<file path="src/rtl/tiner.sv">
// Level-enabled one-shot delay timer: ti rises TICKS ticks after en is sampled high.
// Optional tick prescaler is built only when TINER_PRESCALE_EN is defined.
module tiner #(
    parameter int WIDTH    = 8,
    parameter int TICKS    = 10,
    parameter int PRESCALE = 1
) (
    input  logic             clk,
    input  logic             reset,
    input  logic             en,
    output logic             ti,
    output logic             busy,
    output logic [WIDTH-1:0] count
);

    localparam logic [1:0] ST_IDLE = 2'd0;
    localparam logic [1:0] ST_RUN  = 2'd1;
    localparam logic [1:0] ST_DONE = 2'd2;

    localparam logic [WIDTH-1:0] CNT_LAST = WIDTH'(TICKS - 1);

    if ((TICKS < 1) || (TICKS >= (2 ** WIDTH))) begin : g_bad_ticks
        $error("tiner: TICKS=%0d out of range 1..%0d", TICKS, (2 ** WIDTH) - 1);
    end
    if (PRESCALE < 1) begin : g_bad_prescale
        $error("tiner: PRESCALE=%0d must be >= 1", PRESCALE);
    end

    logic [1:0]       state_q, state_d;
    logic [WIDTH-1:0] cnt_q, cnt_d;
    logic             tick_s;

`ifdef TINER_PRESCALE_EN
    localparam int              PW         = (PRESCALE > 1) ? $clog2(PRESCALE) : 1;
    localparam logic [PW-1:0]   PRESC_LAST = PW'(PRESCALE - 1);

    logic [PW-1:0] presc_q, presc_d;

    assign tick_s = (presc_q == PRESC_LAST);

    // Prescaler runs only while counting; held at zero everywhere else so RUN entry starts fresh.
    always_comb begin
        presc_d = presc_q;
        if (en && (state_q == ST_RUN)) begin
            if (tick_s) begin
                presc_d = {PW{1'b0}};
            end else begin
                presc_d = presc_q + {{(PW-1){1'b0}}, 1'b1};
            end
        end else begin
            presc_d = {PW{1'b0}};
        end
    end

    // Prescaler register.
    always_ff @(posedge clk or posedge reset) begin
        if (reset) begin
            presc_q <= {PW{1'b0}};
        end else begin
            presc_q <= presc_d;
        end
    end
`else
    assign tick_s = 1'b1;
`endif

    // Next-state and tick counter; en low from any state is the restart path.
    always_comb begin
        state_d = state_q;
        cnt_d   = cnt_q;
        if (!en) begin
            state_d = ST_IDLE;
            cnt_d   = {WIDTH{1'b0}};
        end else begin
            case (state_q)
                ST_IDLE: begin
                    state_d = ST_RUN;
                    cnt_d   = {WIDTH{1'b0}};
                end
                ST_RUN: begin
                    if (tick_s) begin
                        if (cnt_q == CNT_LAST) begin
                            state_d = ST_DONE;
                        end else begin
                            cnt_d = cnt_q + {{(WIDTH-1){1'b0}}, 1'b1};
                        end
                    end else begin
                        cnt_d = cnt_q;
                    end
                end
                ST_DONE: begin
                    state_d = ST_DONE;
                    cnt_d   = cnt_q;
                end
                default: begin
                    state_d = ST_IDLE;
                    cnt_d   = {WIDTH{1'b0}};
                end
            endcase
        end
    end

    // State and counter registers.
    always_ff @(posedge clk or posedge reset) begin
        if (reset) begin
            state_q <= ST_IDLE;
            cnt_q   <= {WIDTH{1'b0}};
        end else begin
            state_q <= state_d;
            cnt_q   <= cnt_d;
        end
    end

    // ti is gated by the live en so it drops in the same cycle as the request.
    assign ti    = (state_q == ST_DONE) & en;
    assign busy  = (state_q == ST_RUN);
    assign count = cnt_q;

endmodule

</file>
<file path="config.mk">
export PLATFORM = sky130hd
export DESIGN_NAME = tiner
export DESIGN_NICKNAME = d
export VERILOG_FILES = /design/src/rtl/tiner.sv
export SDC_FILE = /design/constraint.sdc
export NUM_CORES = 1
export LEC_CHECK = 0
export CAP_MARGIN = 30
export CORE_AREA = 2 2 39 41
export CTS_CLUSTER_SIZE = 8
export DETAILED_ROUTE_END_ITERATION = 10
export DIE_AREA = 0 0 41 43
export HOLD_SLACK_MARGIN = 0.15
export PLACE_DENSITY = 0.79
export SYNTH_ARGS = -nofsm -noshare
export SYNTH_HDL_FRONTEND = slang
export SYNTH_SLANG_ARGS = --single-unit
</file>
<file path="constraint.sdc">
create_clock -name clk -period 4.8 [get_ports clk]
set_input_delay 0.72 -clock clk [delete_from_list [all_inputs] [get_ports clk]]
set_output_delay 0.72 -clock clk [all_outputs]
set_load 0.01 [all_outputs]
</file>
==> results.cfg <==
[status]
status = completed

[place]
post-place-ws_ns = 2.06
dp_cells = 97
io_buffers = 12
hpwl_um = 977
gp_congestion = 0.796

[yosys]
synth_top_cell_by_area = dfrtp_1
synth_warnings = 0
async_flop_share_pct = 100
synth_edf_count = 0
synthTopCellsByCount = nand2_1 (11), dfrtp_1 (10), inv_1 (6)
synthFlopType = dfrtp_1
synth_most_common_cell = nand2_1
synth.net_count = 80
synthCells = 72
synthTopCellsByArea = dfrtp_1 (37%), ha_1 (9.3%), nand2_1 (6.1%)
netlist_area_sq_um = 676
synth_seq_area_share_pct = 37.0
ys_ff_latch = 10
yosysUniqueCellTypes = 27
synth_top_cell_area_share_pct = 37.0
avgSynthCellArea_sq_um = 9.38

[finish]
synthToLayoutAreaGrowth_pct = 22.6
instances_no_fill = 101
multiInputGateArea_sq_um = 379
fill_cells = 125
drive_above_1_share_pct = 11.8
ff_latch_area_sq_um = 250
diodes = 0
layout.nets = 94

[timing]
slew_viol_final = 0
hold_viol_final = 0
final.setup.tns_ns = 0
tightest_slew_ns = 0.600
rsz0062_at_grt = false
fin_ws_ns = 2.06
fmax_mhz = 365
min_period_ns = 2.74
setup_viol = 0
finClkSkew_ns = 0.000513
slew_headroom_pct = 59.9
period_share_pct = 57.1

[drt]
initialDrtViolationCount = 6
wl_um = 1380
via_per_inst = 5.92
dr.pass1.iters = 4
wl_per_cell_um = 13.7
drc = 0
ant_nets = 0
via_count = 598

[clock_network]
cts_tree = yes
clkTransAtPathRegs_ns = 0.07
clk_path_buf_depth = 2
cts-root-buf = clkbuf_4
clock-sinks = 10
htreeDepth = 1
cts_resized = 0
clk_latency_ns = 0.27
cts_buffers = 3
post_cts_buffers = 0
cts_hold_buffers = 0

[critical_path]
cp.required_ns = 4.08
crit_buf_inv = 2
cpLargestDelayFamily = buffers and inverters
cp-start-kind = input pin
cp_common_cell = clkdlybuf4s50_1
critical_path_class = input pin to output port
cp_max_fo = 8
crit_chain = clkdlybuf4s50_1, and2_2, clkdlybuf4s50_1
cpPeakStageDelay_ns = 0.60
crit_path_end_kind = output port
worstPathArrival_ns = 2.02
critPathSlowestCell = clkdlybuf4s50_1

[power]
power-per-cell-area_nw_per_um2 = 400
power.total_w = 0.000331
power.leakage_nw = 0.319
ir_worst_vdd_uv = 268

[global_route]
grt_pass1_vias = 530
grt_usage_pct = 19.7
grt_first_pass_wirelength_um = 2340
grt_overflow_total = 0
grt_max_degree = 12
antenna_found_initial = 0

[floorplanning]
dieHeight_um = 43
die-area_sq_um = 1760
floorplan.initialDensity_pct = 48.8
row_count = 14
io_pins = 13
die_x_um = 41
core-area_sq_um = 1380

[hold_path]
hold_path.class = register to register

[job]
drv_cap = 0
kinds of logic (layout without fill, tap and decap cells):
group	count (synthesis)	count (layout)	synth area share, %
buf+inv	9	22	6.85
simple gates	28	28	25.0
fa+ha+maj	5	5	9.26
flops	10	10	37.0
compound gates	18	18	18.9
mux	2	2	2.96
metal layers:
| layer | routed length [um] | GRT usage (%) |
|---|---|---|
| met1 | 624 | 25.3 |
| met2 | 685 | 30.3 |
| met3 | 62 | 3.14 |
| met4 | 10 | 10.0 |
| met5 | 0 | 0 |
tightest hold or removal path: stages (launching register included):
cell	delay (ns)
dfrtp_1	0.40
nand2_1	0.06
mux2i_1	0.06
cells in the final DEF (no fill, tap or decap):
cell	count
mux2i_1	2
o31ai_1	1
ha_1	5
a21oi_1	2
nand4_1	3
o22ai_1	1
nor3b_1	1
dfrtp_1	10
nand2b_1	1
clkbuf_4	3
a211oi_1	1
clkdlybuf4s50_1	12
and2_2	1
a21boi_1	1
o211ai_1	3
or3_2	1
inv_1	6
nand2_1	11
or4_1	4
nand3_1	3
clkbuf_8	1
nand2b_4	1
nor4b_2	1
a31oi_1	5
nor2b_1	1
o21a_1	2
a211o_2	2
flip-flops by register name, indices dropped and copies added, names as in the netlist:
name     cells
count        8
state_q      2
final cells by class:
type,instances,share of cell area (%)
Sequential cell,10,30.2
Tap cell,16,2.42
Multi-Input combinational cell,53,45.8
Timing Repair Buffer,12,14.5
Inverter,6,2.72
Clock buffer,4,4.38
report_power, final:
group	internal [W]	total [W]	switching [W]
combinational	0.0000668	0.000146	0.0000793
clock	0.0000461	0.0000766	0.0000306
sequential	0.0000957	0.000108	0.0000125
total	0.000209	0.000331	0.000122
worst paths after layout:
path | start | endpoint | slack (ns) | cells after the start
max in group asynchronous | reset | state_q[1]$_DFFE_PP0P_ | 3.78 | 2
min in group asynchronous | reset | count[3]$_DFFE_PP0P_ | 0.74 | 2
max reg2reg | state_q[1]$_DFFE_PP0P_ | count[7]$_DFFE_PP0P_ | 2.98 | 5
min | state_q[0]$_DFFE_PP0P_ | state_q[0]$_DFFE_PP0P_ | 0.55 | 2
min reg2reg | state_q[0]$_DFFE_PP0P_ | state_q[0]$_DFFE_PP0P_ | 0.55 | 2
max | en | ti | 2.06 | 3
through the flow:
stage	instance area [sq um]	hold WS [ns]	util, %
global placement	792	0.540	57.2
global route	828	0.597	59.9
floorplan	676	0.525	-
finish	828	0.554	59.9
CTS	828	0.561	59.9
detailed placement	792	0.550	57.2
Note: power is estimated with default switching activity, not from simulation.
==> patch (same settings) <==
Change the parameter `WIDTH` from 8 to 9.
--- a/src/rtl/tiner.sv
+++ b/src/rtl/tiner.sv
@@ -3,3 +3,3 @@
 module tiner #(
-    parameter int WIDTH    = 8,
+    parameter int WIDTH    = 9,
     parameter int TICKS    = 10,
Ports: changed (resized count); port bits go from 13 to 14. No check against the original RTL was run, so the function may have changed too.
==> patch against the original RTL <==
Via count rose by 4.3%; setup slack got worse by 0.14 ns; synthesized area rose by 0.37%; wire length rose by 1.3%; register-to-register slack improved by 0.23 ns; total power fell by 13%; design area rose by 2.7%; sequential cell count rose by 1.
==> patch: results (changes against the original RTL) <==
outcome completed; worst reg2reg startpoint state_q[0]; first-pass GRT wire length 2477 microns (+5.9%); leakage 0.3827 nW (+20%); uppermost layer routed met4; CP peak stage delay 0.58 ns (-0.02 ns); max reg flops 9 (+1); clk_skew 0.001319 ns (+0.0008056 ns); Post-Synth Adder-Cell Area 9.225% (-0.034 points); Post-Syn Instances 73 (+1.4%); Post-synth EDFFs 0 (unchanged); PortBufs 13 (+1); HP Start count[8]; setup bufs post-CTS 0 (unchanged); All-Layer GR Usage 20.55% (+0.85 points); Seq/Total Area, Yosys 40.59% (+3.6 points); Hold Slack 0.5857 ns (+0.03169 ns); fillers 117 (-6.4%); initial antenna violation count 0 (unchanged); Hold Crit Class register to register; CTS Buf Count 3 (unchanged); fraction of registers with async set/reset 100.0% (unchanged); mux contribution to synthesized area 2.952% (-0.011 points); Met2 Wirelength 695 microns (+1.5%); Final HPWL DP 1059 microns (+8.4%); fin cells 105 (+4.0%); reg2reg end count[6]; clk buf depth 2 (unchanged); Hold Path Stages 2 (unchanged); vias in the first global route 589 (+11%); dpl cells 101 (+4.1%); R2R Setup Slk 3.21 ns (+0.23 ns); # resized after CTS 0 (unchanged); Place WS 1.931 ns (-0.1279 ns); Peak supply drop 199.3 uV (-26%); placed cell areas 824.5 sq um (+4.1%); Reg clk slew, reported paths 0.07 ns (about the same); Synth area leaders dfrtp_1 41%, ha_1 9.2%, nand2_1 5.5%, nand3_1 4.4%, inv_1 4.4%; First DRT Iteration DRCs 9 (+3); largest net degree at the start of global routing 12 (unchanged); Netlist cell types 25 (-7.4%); synthesized net count 81 (+1.3%); met3 routed WL 75 microns (+21%); final wirelength 1401 microns (+1.3%); max-cap viol count 0 (unchanged); crit path DAT 2.16 ns (+0.14 ns); Worst Hold Path EP count[8]; Worst slew margin 71.15% (+11 points); top cells by count, synth 11 x dfrtp_1, 10 x nand2_1, 8 x inv_1; worst skew pair latency 0.27 ns (about the same); Crit Path Max Fanout 7 (-1); compound-cell area share of the yosys netlist 15.50% (-3.4 points); # nets final 98 (+4.3%); share of layout cells above drive strength 1 6.742% (-5.0 points); Post-Route M1 WL 596 microns (-4.5%); vias 624 (+4.3%); GPL Wtd Cong 0.8467 (+6.4%); Yosys warning count 0 (unchanged); number of diodes 0 (unchanged)
patch: cell count changes after synthesis, sizes merged, moves of 2 or more:
| cell | delta |
|---|---|
| a31oi | -4 |
| inv | +2 |
| nand2b | -2 |
| nand3 | +3 |
| o21a | -2 |
| o21ai | +4 |
patch: final cells by class:
cell class,count,area (sq um),area share [%]
Multi-Input combinational cell,53,369.1,43.38
Timing Repair Buffer,13,130.1,15.29
Sequential cell,11,275.3,32.35
Inverter,8,30.03,3.529
Tap cell,16,20.02,2.353
Clock buffer,4,26.28,3.088
patch: worst max-delay path: cells and delay by family:
family,cells,cell delay [ns]
AND/OR/NAND/NOR,1,0.11
buffers and inverters,3,1.33
patch: power breakdown:
part	internal [mW]	switching (mW)	leakage [nW]	total [mW]
Sequential	0.104	0.00942	0.151	0.113
Combinational	0.0493	0.0611	0.217	0.110
Clock	0.0322	0.0324	0.0150	0.0646
patch: how the worst max path moves through the flow:
stage / slack [ns] / to / cells after the start
2_1_floorplan: 3.14 / ti / 2
3_3_place_gp: 1.98 / ti / 4
3_5_place_dp: 1.93 / ti / 4
4_1_cts: 1.93 / ti / 4
5_1_grt: 1.83 / ti / 4
6_report: 1.92 / ti / 4
patch: logic make-up (layout without fill, tap and decap cells):
family,count (synthesis),count (layout)
and+or+nand+nor,30,30
AOI/OAI and AO/OA,16,16
DFF,11,11
buffers and inverters,9,25
adders and majority gates,5,5
muxes,2,2
patch: per-layer routing:
layer / GRT usage (%) / up-vias
met5: 0 / -
met4: 8.000 / 0
met3: 3.141 / 6
met2: 33.13 / 32
met1: 26.17 / 285
li1: - / 301
